**config.mk**
```make
export PLATFORM = sky130hd
export DESIGN_NAME = mdio_multi_phy_ctrl
export DESIGN_NICKNAME = d
export VERILOG_FILES = /design/src/rtl/mdio_pkg.sv /design/src/rtl/mdio_trig_sync.sv /design/src/rtl/mdio_multi_phy_ctrl.sv
export SDC_FILE = /design/constraint.sdc
export NUM_CORES = 1
export LEC_CHECK = 0
export ABC_AREA = 1
export BUFFER_PORTS_ARGS = -buffer_cell sky130_fd_sc_hd__buf_2
export CORE_ASPECT_RATIO = 0.7
export CORE_MARGIN = 2
export CORE_UTILIZATION = 57
export CTS_CLUSTER_DIAMETER = 40
export DETAILED_ROUTE_END_ITERATION = 16
export GPL_TIMING_DRIVEN = 0
export PLACE_DENSITY = 0.81
export SLEW_MARGIN = 10
export SYNTH_ARGS = -nofsm -noshare
export SYNTH_HDL_FRONTEND = slang
export SYNTH_SLANG_ARGS = --single-unit
export TNS_END_PERCENT = 20
```
**constraint.sdc**
```tcl
create_clock -name clk -period 2.8 [get_ports clk]
set_clock_uncertainty 0.1 [all_clocks]
set_input_delay 0.28 -clock clk [delete_from_list [all_inputs] [get_ports clk]]
set_output_delay 0.28 -clock clk [all_outputs]
set_load 0.1 [all_outputs]
```
**src/rtl/mdio_pkg.sv**
```systemverilog
// Shared definitions for the multi-PHY MDIO management controller:
// register map, speed codes, FSM encoding and small decode helpers.
package mdio_pkg;

  // Clause-22 register addresses touched by the controller
  localparam logic [4:0] REG_BMCR  = 5'd0;
  localparam logic [4:0] REG_BMSR  = 5'd1;
  localparam logic [4:0] REG_PHYSR = 5'h11;

  // Per-PHY speed codes as presented on the speed/led outputs
  localparam logic [1:0] SPD_1000 = 2'b11;
  localparam logic [1:0] SPD_100  = 2'b10;
  localparam logic [1:0] SPD_10   = 2'b01;
  localparam logic [1:0] SPD_UNK  = 2'b00;

  // BMSR bit positions
  localparam int BMSR_LINK      = 2;
  localparam int BMSR_ANEG_DONE = 5;

  // Controller FSM encoding
  localparam logic [2:0] ST_IDLE     = 3'd0;
  localparam logic [2:0] ST_WR_BMCR  = 3'd1;
  localparam logic [2:0] ST_RD_BMSR  = 3'd2;
  localparam logic [2:0] ST_RD_PHYSR = 3'd3;
  localparam logic [2:0] ST_WAIT     = 3'd4;
  localparam logic [2:0] ST_NEXT     = 3'd5;

  // Which operation is outstanding while the FSM sits in WAIT
  typedef enum logic [1:0] {
    OP_RST_WR = 2'd0,
    OP_BMSR   = 2'd1,
    OP_PHYSR  = 2'd2
  } op_kind_t;

  // PHYSR[15:14] speed field to output speed code
  function automatic logic [1:0] physr_speed(input logic [1:0] field);
    case (field)
      2'b10:   return SPD_1000;
      2'b01:   return SPD_100;
      2'b00:   return SPD_10;
      default: return SPD_UNK;
    endcase
  endfunction

  // Index of the lowest set bit (0 when none set)
  function automatic logic [2:0] lowest_set(input logic [7:0] v);
    logic [2:0] r;
    r = '0;
    for (int i = 7; i >= 0; i--) begin
      if (v[i]) r = 3'(i);
    end
    return r;
  endfunction

endpackage

```
**src/rtl/mdio_trig_sync.sv**
```systemverilog
// Brings one asynchronous soft-reset request level into the clk domain
// and emits a single-cycle pulse on each rising edge.
module mdio_trig_sync (
  input  logic clk,
  input  logic rst,
  input  logic async_in,
  output logic rise
);

  logic sync1, sync2, prev;

  // Two-flop synchroniser followed by an edge-detect history flop
  always_ff @(posedge clk or posedge rst) begin
    if (rst) begin
      sync1 <= 1'b0;
      sync2 <= 1'b0;
      prev  <= 1'b0;
    end else begin
      // NOTE: non-blocking assignments make every flop sample the old value
      // of its predecessor; blocking here would collapse the chain.
      sync1 <= async_in;
      sync2 <= sync1;
      prev  <= sync2;
    end
  end

  assign rise = sync2 & ~prev;

endmodule

```
**src/rtl/mdio_multi_phy_ctrl.sv**
```systemverilog
// Multi-PHY MDIO management controller: per-PHY soft reset, periodic
// round-robin link/speed polling and an operation timeout watchdog,
// issuing requests to the MDIO bit-level driver via op_exec/op_done.
module mdio_multi_phy_ctrl
  import mdio_pkg::*;
#(
  parameter int          NUM_PHY       = 2,
  parameter logic [4:0]  PHY_ADDR_BASE = 5'd1,
  parameter logic [23:0] POLL_CYCLES   = 24'd1_000_000,
  parameter logic [15:0] OP_TIMEOUT    = 16'd4096,
  parameter logic [15:0] RST_WR_DATA   = 16'h9140
) (
  input  logic                   clk,
  input  logic                   rst,
  input  logic [NUM_PHY-1:0]     soft_rst_trig,
  input  logic                   op_done,
  input  logic [15:0]            op_rd_data,
  input  logic                   op_rd_ack,
  output logic                   op_exec,
  output logic                   op_rh_wl,
  output logic [4:0]             op_phy_addr,
  output logic [4:0]             op_reg_addr,
  output logic [15:0]            op_wr_data,
  output logic [NUM_PHY-1:0]     link_up,
  output logic [2*NUM_PHY-1:0]   speed,
  output logic [2*NUM_PHY-1:0]   led,
  output logic                   timeout_err
);

  logic [NUM_PHY-1:0] trig_rise, rst_pend, rst_clr;
  logic [7:0]         pend_wide;
  logic [23:0]        poll_cnt;
  logic               poll_tick, poll_pend, poll_take;
  logic [2:0]         state, idx, resume_idx;
  logic               resume_vld;
  op_kind_t           op_kind;
  logic [15:0]        wait_cnt;
  logic               bmsr_ok, wait_expire;
  logic               st_upd, st_link;
  logic [1:0]         st_speed;

  for (genvar g = 0; g < NUM_PHY; g++) begin : g_sync
    mdio_trig_sync u_sync (
      .clk      (clk),
      .rst      (rst),
      .async_in (soft_rst_trig[g]),
      .rise     (trig_rise[g])
    );
  end

  // Zero-extend the pending vector for the priority helper
  always_comb begin
    pend_wide                = '0;
    pend_wide[NUM_PHY-1:0]   = rst_pend;
  end

  assign poll_tick   = (poll_cnt == POLL_CYCLES - 24'd1);
  assign poll_take   = (state == ST_IDLE) && (rst_pend == '0) && !resume_vld && poll_pend;
  assign wait_expire = (state == ST_WAIT) && !op_done && (wait_cnt == OP_TIMEOUT - 16'd1);
  assign bmsr_ok     = !op_rd_ack && op_rd_data[BMSR_ANEG_DONE] && op_rd_data[BMSR_LINK];

  // Free-running sweep timer
  always_ff @(posedge clk or posedge rst) begin
    if (rst)            poll_cnt <= '0;
    else if (poll_tick) poll_cnt <= '0;
    else                poll_cnt <= poll_cnt + 24'd1;
  end

  // One-deep sweep request; a tick coinciding with a take stays latched
  always_ff @(posedge clk or posedge rst) begin
    if (rst)            poll_pend <= 1'b0;
    else if (poll_tick) poll_pend <= 1'b1;
    else if (poll_take) poll_pend <= 1'b0;
  end

  // Reset-write completion (or abort) releases that PHY's pending request
  always_comb begin
    // NOTE: assigning a default first keeps this block purely combinational;
    // a path that leaves a variable unassigned would infer a latch.
    rst_clr = '0;
    if ((state == ST_WAIT) && (op_kind == OP_RST_WR) && (op_done || wait_expire)) begin
      for (int i = 0; i < NUM_PHY; i++) begin
        if (idx == 3'(i)) rst_clr[i] = 1'b1;
      end
    end
  end

  // Per-PHY reset requests; edges arriving while already pending are absorbed
  always_ff @(posedge clk or posedge rst) begin
    if (rst) rst_pend <= '0;
    else     rst_pend <= (rst_pend | trig_rise) & ~rst_clr;
  end

  // Status update for the PHY under service, derived from the op result
  always_comb begin
    st_upd   = 1'b0;
    st_link  = 1'b0;
    st_speed = SPD_UNK;
    if (state == ST_WAIT) begin
      if (op_done) begin
        if (op_kind == OP_BMSR && !bmsr_ok) begin
          st_upd = 1'b1;
        end else if (op_kind == OP_PHYSR) begin
          st_upd = 1'b1;
          if (!op_rd_ack) begin
            st_link  = 1'b1;
            st_speed = physr_speed(op_rd_data[15:14]);
          end
        end
      end else if (wait_expire) begin
        st_upd = 1'b1;
      end
    end
  end

  // Per-PHY link/speed registers and the sticky timeout flag
  always_ff @(posedge clk or posedge rst) begin
    if (rst) begin
      link_up     <= '0;
      speed       <= '0;
      timeout_err <= 1'b0;
    end else begin
      if (st_upd) begin
        for (int i = 0; i < NUM_PHY; i++) begin
          if (idx == 3'(i)) begin
            link_up[i]       <= st_link;
            speed[2*i +: 2]  <= st_speed;
          end
        end
      end
      if (wait_expire) timeout_err <= 1'b1;
    end
  end

  // LEDs show the speed code only while the link is up
  always_comb begin
    led = '0;
    for (int i = 0; i < NUM_PHY; i++) begin
      if (link_up[i]) led[2*i +: 2] = speed[2*i +: 2];
    end
  end

  // Sequencer: pick work in IDLE, issue one op, wait for it, advance the sweep
  always_ff @(posedge clk or posedge rst) begin
    if (rst) begin
      state       <= ST_IDLE;
      idx         <= '0;
      resume_idx  <= '0;
      resume_vld  <= 1'b0;
      op_kind     <= OP_RST_WR;
      wait_cnt    <= '0;
      op_exec     <= 1'b0;
      op_rh_wl    <= 1'b0;
      op_phy_addr <= '0;
      op_reg_addr <= '0;
      op_wr_data  <= '0;
    end else begin
      op_exec <= 1'b0;
      case (state)
        ST_IDLE: begin
          if (rst_pend != '0) begin
            idx   <= lowest_set(pend_wide);
            state <= ST_WR_BMCR;
          end else if (resume_vld) begin
            idx        <= resume_idx;
            resume_vld <= 1'b0;
            state      <= ST_RD_BMSR;
          end else if (poll_pend) begin
            idx   <= '0;
            state <= ST_RD_BMSR;
          end
        end
        ST_WR_BMCR: begin
          op_exec     <= 1'b1;
          op_rh_wl    <= 1'b0;
          op_phy_addr <= PHY_ADDR_BASE + {2'b00, idx};
          op_reg_addr <= REG_BMCR;
          op_wr_data  <= RST_WR_DATA;
          op_kind     <= OP_RST_WR;
          wait_cnt    <= '0;
          state       <= ST_WAIT;
        end
        ST_RD_BMSR: begin
          op_exec     <= 1'b1;
          op_rh_wl    <= 1'b1;
          op_phy_addr <= PHY_ADDR_BASE + {2'b00, idx};
          op_reg_addr <= REG_BMSR;
          op_kind     <= OP_BMSR;
          wait_cnt    <= '0;
          state       <= ST_WAIT;
        end
        ST_RD_PHYSR: begin
          op_exec     <= 1'b1;
          op_rh_wl    <= 1'b1;
          op_phy_addr <= PHY_ADDR_BASE + {2'b00, idx};
          op_reg_addr <= REG_PHYSR;
          op_kind     <= OP_PHYSR;
          wait_cnt    <= '0;
          state       <= ST_WAIT;
        end
        ST_WAIT: begin
          if (op_done) begin
            case (op_kind)
              OP_RST_WR: state <= ST_IDLE;
              OP_BMSR:   state <= bmsr_ok ? ST_RD_PHYSR : ST_NEXT;
              default:   state <= ST_NEXT;
            endcase
          end else if (wait_expire) begin
            state <= (op_kind == OP_RST_WR) ? ST_IDLE : ST_NEXT;
          end else begin
            wait_cnt <= wait_cnt + 16'd1;
          end
        end
        ST_NEXT: begin
          if (idx == 3'(NUM_PHY - 1)) begin
            state <= ST_IDLE;
          end else if (rst_pend != '0) begin
            resume_idx <= idx + 3'd1;
            resume_vld <= 1'b1;
            state      <= ST_IDLE;
          end else begin
            idx   <= idx + 3'd1;
            state <= ST_RD_BMSR;
          end
        end
        default: state <= ST_IDLE;
      endcase
    end
  end

endmodule
```
==> results.md, run 1 <==
* Final cycle utilization of the critical path at 73.21%
* Comb power frac at a little over a third
* Setup crit end kind: flip-flop
* Area of the die at 8080 um2
* Worst-Skew Late Latency at ~350 ps
* Antenna Diode Count at 0
* Status: finished, final reports clean
* Vias in the first global route at between 3,000 and 4,000
* Final hold vios at 0
* Synth Area in Compound Gates at 6.019%
* Vias/cell at 5.060
* Routed Antenna Nets at 0
* Final Critical Period at between 2000 and 2500 ps
* Grt ovf at 0
* Filler cells at 597
* Largest family of logic cells by synthesized area: simple AND/OR/NAND/NOR gates
* Power share of the clock group at 24.9%
* Clk sinks at 76
* Final-report max-slew violation count at 0
* Sequential power share at 38.5%
* Final Util at ~67%
* Max Fclk at 0.4878 GHz
* IO Pins at 61
* Max Cap Violations at 0
* Switching share of power at roughly 44%
* Multi-input gate area at 1884 um2
* Largest fanout on the critical path at 7
* Inserted Clock Buffers at 9
* Die X at 106.6 um
* Worst min path class: in -> reg
* Die height at 75.81 um
* Initial drt markers at 272
* Worst Setup SP: poll_cnt[0]
* Reg area at 1902 um2
* Layout cells sized above 1 at 15.42%
* Dpl hpwl at about 6500 um
* Nets@finish at 638
* Critical path, cell by cell: ha_1 -> nand3_1 -> nor3_1 -> nand3_1 -> inv_1 -> or2_2 -> inv_1
* Initial antenna violation count at 0
* P&R area growth vs syn at 14.42%
* CP arrival at 2210 ps
* Routability cong. at 0.9051
* Internal power at 0.001952 W
* Leak at 2.463 nW
* Total track usage at 23.85%
* Clk slew on worst S/H paths at 90 ps
* Ys Warns at 0
* WL final at 8748 um
* Pwr dens at 727.3 nW/um2
* Net switching power at 0.001543 W
* Final setup margin at 750.0 ps
* Core area at 7222 um2
* Post-DP Area at ~4600 um2
* Initial Util at between 50 and 60%
* Cell Count, Final, Fillers Out at 714
* Slowest CP cell: dfrtp_1
* Post-Syn Area at between 4000 and 5000 um2
* Pre-Repair DR Iteration Count at 5
* Total number of vias at 3,613
* Post-CTS Resized at 0
* Post-Synth XOR/XNOR Area at 4.380%
* H-tree levels at 3
* Number of cells on the worst reg-to-reg path at 7
* WP data required at 2960 ps
* Placed cell count at approximately 700
* Post-Synth Adder-Cell Area at between 1 and 1.5%
* Hold Path Cell Cnt at 4
* First-pass GRT wire length at 15,070 um
* Delay-heaviest family, CP: simple AND/OR/NAND/NOR gates
* WP depth at 7
* Mean Syn Cell Area at around 7.6 um2
* Final Setup Violations at 0
* Peak supply drop at 0.0007316 V
* CTS Root Cell: clkbuf_8
* Post-route design area at 4805 um2
* Worst r2r src: poll_cnt[0]
* Crit path buffers/inverters at 2
* Avg WL per Cell at about 12 um
* RSZ-0062 raised after global routing: false
* CP startpoint kind: flip-flop
* CTS tree: built
* # port buffers at 32
* Setup CP Type: reg -> reg
* Critical Path Max Stage Delay at 410 ps
* Remaining DRCs at 0
* Seq/Total Area, Yosys at 45.29%
* Clk buf depth at 2
* Mapped Cells at between 500 and 600
* Post-synthesis mux area share at 0%
* Post-synthesis cell type count at 35
* Post-Synth Simple-Gate Area at 31.56%
* Worst Hold Launch: op_rd_data[14]
* DP Worst Slack at 805.5 ps
* Largest net degree at the start of global routing at 64
* Row cnt at 26
* Synth Register Bits at 76
cell usage in the layout, fill, tap and decap left out, types with 2 or more instances in the layout:
master and instances:
nand2_1 147, nor2_1 76, dfrtp_1 76, inv_1 70, nand3_1 36, buf_2 32
buf_4 20, conb_1 16, xor2_1 15, nor3_1 14, nand4_1 13, o21ai_0 13
o21ai_1 10, clkbuf_8 9, xnor2_1 6, o21bai_1 5, a21oi_1 5, ha_1 5
nor2_2 4, o22ai_1 4, buf_6 3, inv_2 3, nand3_2 3, nor3_2 3
dlygate4sd3_1 3, nand2_4 2, or2_2 2, nand2_2 2, clkinvlp_4 2, inv_6 2
metal layers:
metal / track usage [%] / wire [um]
met1: 34.61 / 4491
met2: 36.16 / 3699
met3: 5.731 / 473
met4: 6.782 / 84
met5: 0 / 0
logic make-up after synthesis:
logic type / Yosys count
buffers and inverters: 99
AND/OR/NAND/NOR: 304
XOR/XNOR: 21
flip-flops: 76
other: 1
adder cells (fa/ha/maj): 5
AO/OA/AOI/OAI: 43
sequential cells by signal (all words and copies together), names as in the netlist, 3 cells and up:
name	cells
resume_idx	3
idx	3
poll_cnt	24
speed	4
op_phy_addr	4
state	3
wait_cnt	16
synthesized netlist by cell type, drive strengths merged:
cell type	instances	area share (%)
a21boi	1	0.18
a21oi	5	0.60
a22oi	1	0.18
a31o	1	0.21
a32o	1	0.24
and2	1	0.15
buf	23	4.4
clkbuf	1	0.089
clkinv	1	0.089
conb	1	0.089
dfrtp	76	45
ha	5	1.5
inv	74	6.6
nand2	151	14
nand3	40	5.4
nand4	13	1.9
nor2	80	7.4
nor3	17	2.4
o21a	1	0.18
o21ai	24	2.9
o21bai	5	0.89
o22ai	4	0.60
or2	2	0.30
xnor2	6	1.3
xor2	15	3.1
final cells by class:
| cell class | count | area share [%] |
|---|---|---|
| plain buffers | 24 | 3.906 |
| clock buffers | 9 | 2.578 |
| clock inverters | 7 | 1.719 |
| inverters | 75 | 5.911 |
| multi-input cells | 389 | 39.22 |
| flip-flops and latches | 76 | 39.58 |
| well taps | 98 | 2.552 |
| repair buffers | 36 | 4.531 |
through the flow:
stage	power [W]	TNS [ps]	hold slack, ps
after floorplan	0.002350	0	211.4
after global placement	0.002573	-30510	236.4
after detailed placement	0.002628	0	125.2
after CTS	0.003515	0	132.0
after global routing	0.003699	0	147.0
final	0.003494	0	137.4
final timing paths:
check,endpoint,slack (ps)
setup / recovery,poll_cnt[0],750
min in group asynchronous,wait_cnt[12],290
max in group asynchronous,poll_cnt[10],1770
setup reg to reg,poll_cnt[0],750
hold / removal,speed[0],140
hold reg to reg,g_sync[1].u_sync.sync2,260
power groups by stage:
stage	registers, W	logic (W)	clock network, W
finish	0.00134	0.00128	0.000869
global route	0.00136	0.00140	0.000936
CTS	0.00134	0.00128	0.000892
detailed placement	0.00136	0.00127	0
global placement	0.00135	0.00122	0
floorplan	0.00159	0.000757	0
repair_timing:
item                       CTS  global route
hold buffers                 3             0
hold endpoints to repair    15             0
setup endpoints to repair    0             0
setup buffers                0             0
worst register-to-register path, stage by stage, from the launching register on:
cell and delay [ps]:
dfrtp_1 410, ha_1 260, nand3_1 180, nor3_1 200, nand3_1 320, inv_1 300
or2_2 150, inv_1 30
(Power assumes the default switching activity.)
==> run 2, diff against run 1 <==
==> constraint.sdc (replaced) <==
create_clock -name clk -period 1.95 [get_ports clk]
set_clock_uncertainty 0.1 [all_clocks]
set_input_delay 0.195 -clock clk [delete_from_list [all_inputs] [get_ports clk]]
set_output_delay 0.195 -clock clk [all_outputs]
set_load 0.1 [all_outputs]
==> run 2 against run 1 <==
Critical path depth is the same. Sequential cell count is the same. Register-to-register slack got worse by 620 ps. Non-clock buffer count grew 3. Routed wire length grew 4.2%. Largest power group unchanged. Critical path type unchanged. Cell area increased by 1.6%. Clock-buffer cell count is the same. Setup slack got worse by 620 ps. Highest routed layer unchanged.
==> results.md, run 2 (synthesis results as in run 1) <==
* Vias/cell at 5.127 (was 5.060)
* Row cnt at 26 (unchanged)
* Max Fclk at 0.5489 GHz (was 0.4878 GHz)
* Area of the die at 8080 um2 (unchanged)
* Pre-Repair DR Iteration Count at 5 (unchanged)
* Final Critical Period at 1822 ps (was 2050 ps)
* Max Cap Violations at 0 (unchanged)
* H-tree levels at 3 (unchanged)
* Total track usage at 24.00% (was 23.85%)
* Top routing layer in use: met4 (unchanged)
* Placed cell count at 696 (was 695)
* Sequential power share at 38.1% (was 38.5%)
* First-pass GRT wire length at 15,120 um (was 15,070 um)
* Internal power at 0.002931 W (was 0.001952 W)
* Leak at 2.479 nW (was 2.463 nW)
* Final Util at 67.60% (was 66.53%)
* Max reg flops at 24 (unchanged)
* Hold WS at 67.36 ps (was 137.4 ps)
* Nets@finish at 641 (was 638)
* Setup TNS Final at 0 ps (unchanged)
* RSZ-0062 raised after global routing: false (unchanged)
* Status: finished, final reports clean (unchanged)
* Power share of the clock group at 25.4% (was 24.9%)
* Largest fanout on the critical path at 6 (was 7)
* Pwr dens at 1046 nW/um2 (was 727.3 nW/um2)
* Peak supply drop at 0.0008670 V (was 0.0007316 V)
* Worst Hold Launch: op_rd_data[14] (unchanged)
* DP Worst Slack at -34.34 ps (was 805.5 ps)
* IO Pins at 61 (unchanged)
* Final cycle utilization of the critical path at 93.43% (was 73.21%)
* Inserted Clock Buffers at 9 (unchanged)
* Die height at 75.81 um (unchanged)
* Clk sinks at 76 (unchanged)
* Cell Count, Final, Fillers Out at 716 (was 714)
* Wl on met1 at 4295 um (was 4491 um)
* CP arrival at 1960 ps (was 2210 ps)
* Clk slew on worst S/H paths at 80 ps (was 90 ps)
* Dpl hpwl at 6715 um (was 6528 um)
* Initial Util at 58.14% (unchanged)
* Die X at 106.6 um (unchanged)
* Grt ovf at 0 (unchanged)
* Worst-Skew Late Latency at 350 ps (about the same)
* Vias in the first global route at 3,332 (was 3,268)
* Met2 wire len at 4031 um (was 3699 um)
* Routed Antenna Nets at 0 (unchanged)
* Clk buf depth at 2 (unchanged)
* Final hold vios at 0 (unchanged)
* Metal3 WL at 702 um (was 473 um)
* Filler cells at 592 (was 597)
* Net switching power at 0.002175 W (was 0.001543 W)
* Avg WL per Cell at 12.73 um (was 12.25 um)
* Final setup margin at 128.1 ps (was 750.0 ps)
* Remaining DRCs at 0 (unchanged)
* Setup CP Type: reg -> reg (unchanged)
* Worst Setup SP: poll_cnt[0] (unchanged)
* Routability cong. at 0.8949 (was 0.9051)
* Commonest non-fill, non-tap cell in the layout: nand2_1 (unchanged)
* WP data required at 2090 ps (was 2960 ps)
* Initial antenna violation count at 0 (unchanged)
* Commonest cells after routing, fill and taps aside: nand2_1 (147), nor2_1 (76), dfrtp_1 (75), inv_1 (69), nand3_1 (34) (was nand2_1 (147), nor2_1 (76), dfrtp_1 (76), inv_1 (70), nand3_1 (36))
* Initial drt markers at 275 (was 272)
* P&R area growth vs syn at 16.27% (was 14.42%)
* Core area at 7222 um2 (unchanged)
* CP startpoint kind: flip-flop (unchanged)
* Comb power frac at 36.5% (was 36.6%)
* # port buffers at 32 (unchanged)
* Setup crit end kind: flip-flop (unchanged)
* Worst Tran Pin Value at approximately 630 ps
* CTS tree: built (unchanged)
* Antenna Diode Count at 0 (unchanged)
* Final-report max-slew violation count at 0 (unchanged)
* CTS Root Cell: clkbuf_8 (unchanged)
* Worst r2r src: poll_cnt[0] (unchanged)
* Total number of vias at 3,671 (was 3,613)
* Worst rel slew slack at 58.19%
* Final Setup Violations at 0 (unchanged)
* Largest net degree at the start of global routing at 29 (was 64)
* Regs by FF count: poll_cnt: 24 flops, wait_cnt: 16 flops (unchanged)
* Worst min path class: in -> reg (unchanged)
* Layout cells sized above 1 at 16.50% (was 15.42%)
* WL final at 9113 um (was 8748 um)
* Most flops, register: poll_cnt (unchanged)
* Switching share of power at 42.60% (was 44.15%)
-- run 2: area by class of cell --
type / count / area, um2 / share of cell area [%]
timing repair buffer: 39 / 252.7 / 5.177
clock inverter: 6 / 90.09 / 1.845
tap: 98 / 122.6 / 2.512
inverter: 75 / 285.3 / 5.843
sequential: 76 / 1903 / 38.98
multi-input combinational: 389 / 1917 / 39.26
clock buffer: 9 / 123.9 / 2.537
buffer: 24 / 187.7 / 3.844
-- run 2: per-stage QoR --
step / instance area, um2 / power, W
final: 4882 / 0.005106
after global routing: 4882 / 0.005390
after CTS: 4841 / 0.005083
after detailed placement: 4589 / 0.003775
after global placement: 4542 / 0.003693
after floorplan: 4259 / 0.003375
-- run 2: metal layers --
metal	track usage (%)	up-vias
li1	-	1826
met1	33.06	1674
met2	37.65	162
met3	5.817	9
met4	8.802	0
met5	0	-
-- run 2: timing repair --
| action | 4_1_cts | 5_1_grt |
|---|---|---|
| hold buffers | 3 | 0 |
| setup buffers | 0 | 2 |
| setup endpoints to repair | 11 | 34 |
| pin swaps | 0 | 1 |
| resized for setup | 2 | 6 |
| gates cloned | 0 | 0 |
| hold endpoints to repair | 27 | 0 |
-- run 2: worst max-delay path, stage by stage, from the launching register on --
cell	delay, ps
dfrtp_1	420
ha_1	280
nand3_1	190
nor3_1	260
nand3_2	170
inv_2	150
or2_2	130
inv_1	30
-- run 2: worst paths after layout --
kind	endpoint	slack, ps	depth (start not counted)
max	poll_cnt[0]	130	7
min	speed[0]	70	4
max reg2reg	poll_cnt[0]	130	7
min reg2reg	g_sync[0].u_sync.sync2	260	0
max in group asynchronous	op_rh_wl	640	5
min in group asynchronous	poll_cnt[16]	370	3
-- run 2: power by group through the flow --
stage                     clock network, W  logic [W]  registers, W
after CTS                          0.00132    0.00183       0.00193
final                              0.00130    0.00186       0.00194
after detailed placement                 0    0.00182       0.00196
after global routing               0.00139    0.00203       0.00197
after floorplan                          0    0.00109       0.00229
after global placement                   0    0.00175       0.00194
==> run 3, diff against run 2 <==
--- a/config.mk
+++ b/config.mk
@@ -5,15 +5,15 @@
 export SDC_FILE = /design/constraint.sdc
 export NUM_CORES = 1
 export LEC_CHECK = 0
-export ABC_AREA = 1
+export ABC_AREA = 0
 export BUFFER_PORTS_ARGS = -buffer_cell sky130_fd_sc_hd__buf_2
 export CORE_ASPECT_RATIO = 0.7
 export CORE_MARGIN = 2
-export CORE_UTILIZATION = 57
+export CORE_UTILIZATION = 56
 export CTS_CLUSTER_DIAMETER = 40
 export DETAILED_ROUTE_END_ITERATION = 16
 export GPL_TIMING_DRIVEN = 0
-export PLACE_DENSITY = 0.81
+export PLACE_DENSITY = 0.79
 export SLEW_MARGIN = 10
 export SYNTH_ARGS = -nofsm -noshare
 export SYNTH_HDL_FRONTEND = slang
==> run 3 against run 2 <==
The run now ends with setup timing left. Global-route usage down 0.39 points. Clock-buffer cell count is the same. Critical path depth decreased by 1. Combinational power shrank 18%. Synthesized cell count decreased by 31%. Total power shrank 6.7%. Hold slack improved by 120 ps. Sequential cell count unchanged. Via count decreased by 19%. Area after synthesis down 11%. Cell area decreased by 6.0%. Critical path type unchanged. Largest cell class is now flip-flops and latches.
==> results.md, run 3 <==
* R2R setup slack at -160 ps (was 130 ps)
* Post-Synth XOR/XNOR Area at 7.941% (was 4.380%)
* Worst Hold Launch: op_rd_data[14] (unchanged)
* WL final at 8085 um (was 9113 um)
* Post-route design area at 4589 um2 (was 4882 um2)
* Routability cong. at 0.7921 (was 0.8949)
* Worst Tran Pin Value at 827.3 ps (was 625.8 ps)
* Grt ovf at 0 (unchanged)
* H-tree levels at 3 (unchanged)
* Post-Synth Adder-Cell Area at 1.668% (was 1.490%)
* Total track usage at 23.61% (was 24.00%)
* Pwr dens at 1038 nW/um2 (was 1046 nW/um2)
* Setup crit end: rst_pend[0] (was poll_cnt[0])
* Initial drt markers at 180 (was 275)
* # port buffers at 32 (unchanged)
* Worst-Skew Late Latency at 360 ps (was 350 ps)
* WP data required at 2090 ps (about the same)
* Final cycle utilization of the critical path at 108.0% (was 93.43%)
* Die height at 72.47 um (was 75.81 um)
* Dominant cells by area after synthesis: dfrtp_1 (51%), xnor2_1 (5.6%), nor2_1 (4.7%) (was dfrtp_1 (45%), nand2_1 (13%), nor2_1 (6.8%))
* Synth Area in Compound Gates at 8.509% (was 6.019%)
* Largest family of logic cells by synthesized area: simple AND/OR/NAND/NOR gates (unchanged)
* Most frequent cells after synthesis: dfrtp_1 (76), nor2_1 (47), nand2_1 (37) (was nand2_1 (147), dfrtp_1 (76), nor2_1 (76))
* Commonest non-fill, non-tap cell in the layout: dfrtp_1 (was nand2_1)
* Worst rel slew slack at 44.73% (was 58.19%)
* Status: complete, but fails checks (was finished, final reports clean)
* Post-Synth Simple-Gate Area at 22.12% (was 31.56%)
* Final hold vios at 0 (unchanged)
* RSZ-0062 raised after global routing: true (was false)
* Core area at 6336 um2 (was 7222 um2)
* Final Setup Violations at 20 (was 0)
* Seq/Total Area, Yosys at 50.72% (was 45.29%)
* Row cnt at 24 (was 26)
* Total number of vias at 2,964 (was 3,671)
* Worst r2r src: state[1] (was poll_cnt[0])
* Synth Flop Type: dfrtp_1 (unchanged)
* FF-to-FF End: rst_pend[0] (was poll_cnt[0])
* Post-synthesis cell type count at 50 (was 35)
* Layout cells sized above 1 at 26.65% (was 16.50%)
* Clk slew on worst S/H paths at 80 ps (about the same)
* Failing checks: setup timing
* Max Fclk at 0.4750 GHz (was 0.5489 GHz)
* Post-synthesis mux area share at 2.903% (was 0%)
* P&R area growth vs syn at 22.39% (was 16.27%)
* Hold WS at 189.8 ps (was 67.36 ps)
* Final Critical Period at 2105 ps (was 1822 ps)
* Die X at 101.8 um (was 106.6 um)
* Antenna Diode Count at 0 (unchanged)
* Area of the die at 7377 um2 (was 8080 um2)
* Top-area cell type share of the netlist area at 50.72% (was 45.29%)
* Ys Warns at 0 (unchanged)
* Mapped Cells at 379 (was 549)
* Initial Util at 59.18% (was 58.14%)
* Final setup margin at -155.3 ps (was 128.1 ps)
* Ys async rst share at 100.0% (unchanged)
* EDFF count, synth at 0 (unchanged)
* Most flops, register: poll_cnt (unchanged)
* Regs by FF count: poll_cnt: 24 flops, wait_cnt: 16 flops (unchanged)
* Vias in the first global route at 2,784 (was 3,332)
* Avg WL per Cell at 14.83 um (was 12.73 um)
* Max reg flops at 24 (unchanged)
* Filler cells at 458 (was 592)
* Area leader, netlist: dfrtp_1 (unchanged)
* Peak supply drop at 0.0008334 V (was 0.0008670 V)
* Final-report max-slew violation count at 0 (unchanged)
* Leak at 2.112 nW (was 2.479 nW)
* CTS tree: built (unchanged)
* Setup CP Type: reg -> reg (unchanged)
* Setup TNS Final at -1217 ps (was 0 ps)
* CP startpoint kind: flip-flop (unchanged)
* Mean Syn Cell Area at 9.894 um2 (was 7.649 um2)
* Setup crit end kind: flip-flop (unchanged)
* Max Cap Violations at 0 (unchanged)
* Initial antenna violation count at 0 (unchanged)
* Clk buf depth at 2 (unchanged)
* CTS Root Cell: clkbuf_8 (unchanged)
* Largest fanout on the critical path at 6 (unchanged)
* Post-Syn Area at 3750 um2 (was 4199 um2)
* Synth Register Bits at 76 (unchanged)
* DP Worst Slack at -451.3 ps (was -34.34 ps)
* Dpl hpwl at 5282 um (was 6715 um)
* Post-DP Area at 4104 um2 (was 4589 um2)
* Inserted Clock Buffers at 9 (unchanged)
* IO Pins at 61 (unchanged)
* CP arrival at 2240 ps (was 1960 ps)
* Worst Setup SP: state[1] (was poll_cnt[0])
* Commonest cells after routing, fill and taps aside: dfrtp_1 (75), nor2_1 (45), nand2_1 (36), buf_2 (33), buf_4 (28) (was nand2_1 (147), nor2_1 (76), dfrtp_1 (75), inv_1 (69), nand3_1 (34))
* Vias/cell at 5.439 (was 5.127)
* Count leader, synth: dfrtp_1 (was nand2_1)
* Remaining DRCs at 0 (unchanged)
* Clk sinks at 76 (unchanged)
* Number of cells on the worst reg-to-reg path at 6 (was 7)
* Pre-Repair DR Iteration Count at 4 (was 5)
* Largest net degree at the start of global routing at 40 (was 29)
* First-pass GRT wire length at 13,490 um (was 15,120 um)
* Worst min path class: in -> reg (unchanged)
* Nets@finish at 476 (was 641)
* Routed Antenna Nets at 0 (unchanged)
-- run 3: cell count changes after synthesis, sizes merged, moves of 6 or more --
cell / delta
xnor2: +18
nand2b: +7
inv: -63
nand3: -29
nor2: -33
a21oi: +10
nor3: -8
mux2: +7
clkbuf: +6
o21ai: -12
nand2: -114
-- run 3: routing by layer --
metal  global-route usage (%)  part of all wire [%]  vias to the layer above
met4                    7.658                   1.0                        0
met5                        0                     0                        -
met3                    6.166                   6.1                        9
met2                    35.53                    47                       89
met1                    33.67                    45                     1452
li1                         -                     -                     1414
-- run 3: layout make-up --
| type | instances | area (um2) | share of cell area, % |
|---|---|---|---|
| Multi-Input combinational cell | 278 | 1843 | 40.16 |
| Sequential cell | 76 | 1903 | 41.47 |
| Tap cell | 91 | 113.9 | 2.481 |
| Clock inverter | 7 | 91.34 | 1.990 |
| Timing Repair Buffer | 45 | 281.5 | 6.134 |
| Buffer | 28 | 187.7 | 4.089 |
| Clock buffer | 9 | 123.9 | 2.699 |
| Inverter | 11 | 45.04 | 0.9815 |
-- run 3: critical path, stage by stage, from the launching register on --
cell and delay (ps):
dfrtp_1 400, or4b_4 580, nor4_4 350, buf_4 190, a21oi_4 70, nor3_4 200
a21oi_1 90
-- run 3: cells by family after synthesis --
logic type | count (synthesis)
XOR/XNOR | 34
adder cells (fa/ha/maj) | 5
other | 1
AO/OA/AOI/OAI | 50
multiplexers | 10
buffers and inverters | 40
flip-flops | 76
AND/OR/NAND/NOR | 163
-- run 3: worst min path at each step --
stage,endpoint,slack [ps],cells past startpoint
2_1_floorplan,g_sync[0].u_sync.sync1,130,0
3_3_place_gp,g_sync[1].u_sync.sync1,200,1
3_5_place_dp,g_sync[0].u_sync.sync1,200,1
4_1_cts,speed[2],170,3
5_1_grt,speed[2],200,3
6_report,speed[2],190,3
-- run 3: stage by stage --
stage               std cells  total power, W  utilization, %
floorplan                 394        0.003048               -
global placement          517        0.003302           64.46
detailed placement        518        0.003344           64.77
CTS                       542        0.004712           71.07
global route              545        0.005006           72.43
finish                    545        0.004765           72.43
-- run 3: where the power goes --
group,internal (W),switching [W],total [W]
clock network,0.000715,0.000588,0.00130
logic,0.000416,0.00111,0.00152
registers,0.00176,0.000181,0.00194
total,0.00289,0.00188,0.00477
-- run 3: timing repair --
action / in CTS / in global routing
endpoints found under the hold margin: 39 / 0
resized for setup: 27 / 18
endpoints found under the setup margin: 43 / 43
hold buffers: 3 / 0
setup buffers: 5 / 4
pin swaps: 8 / 8
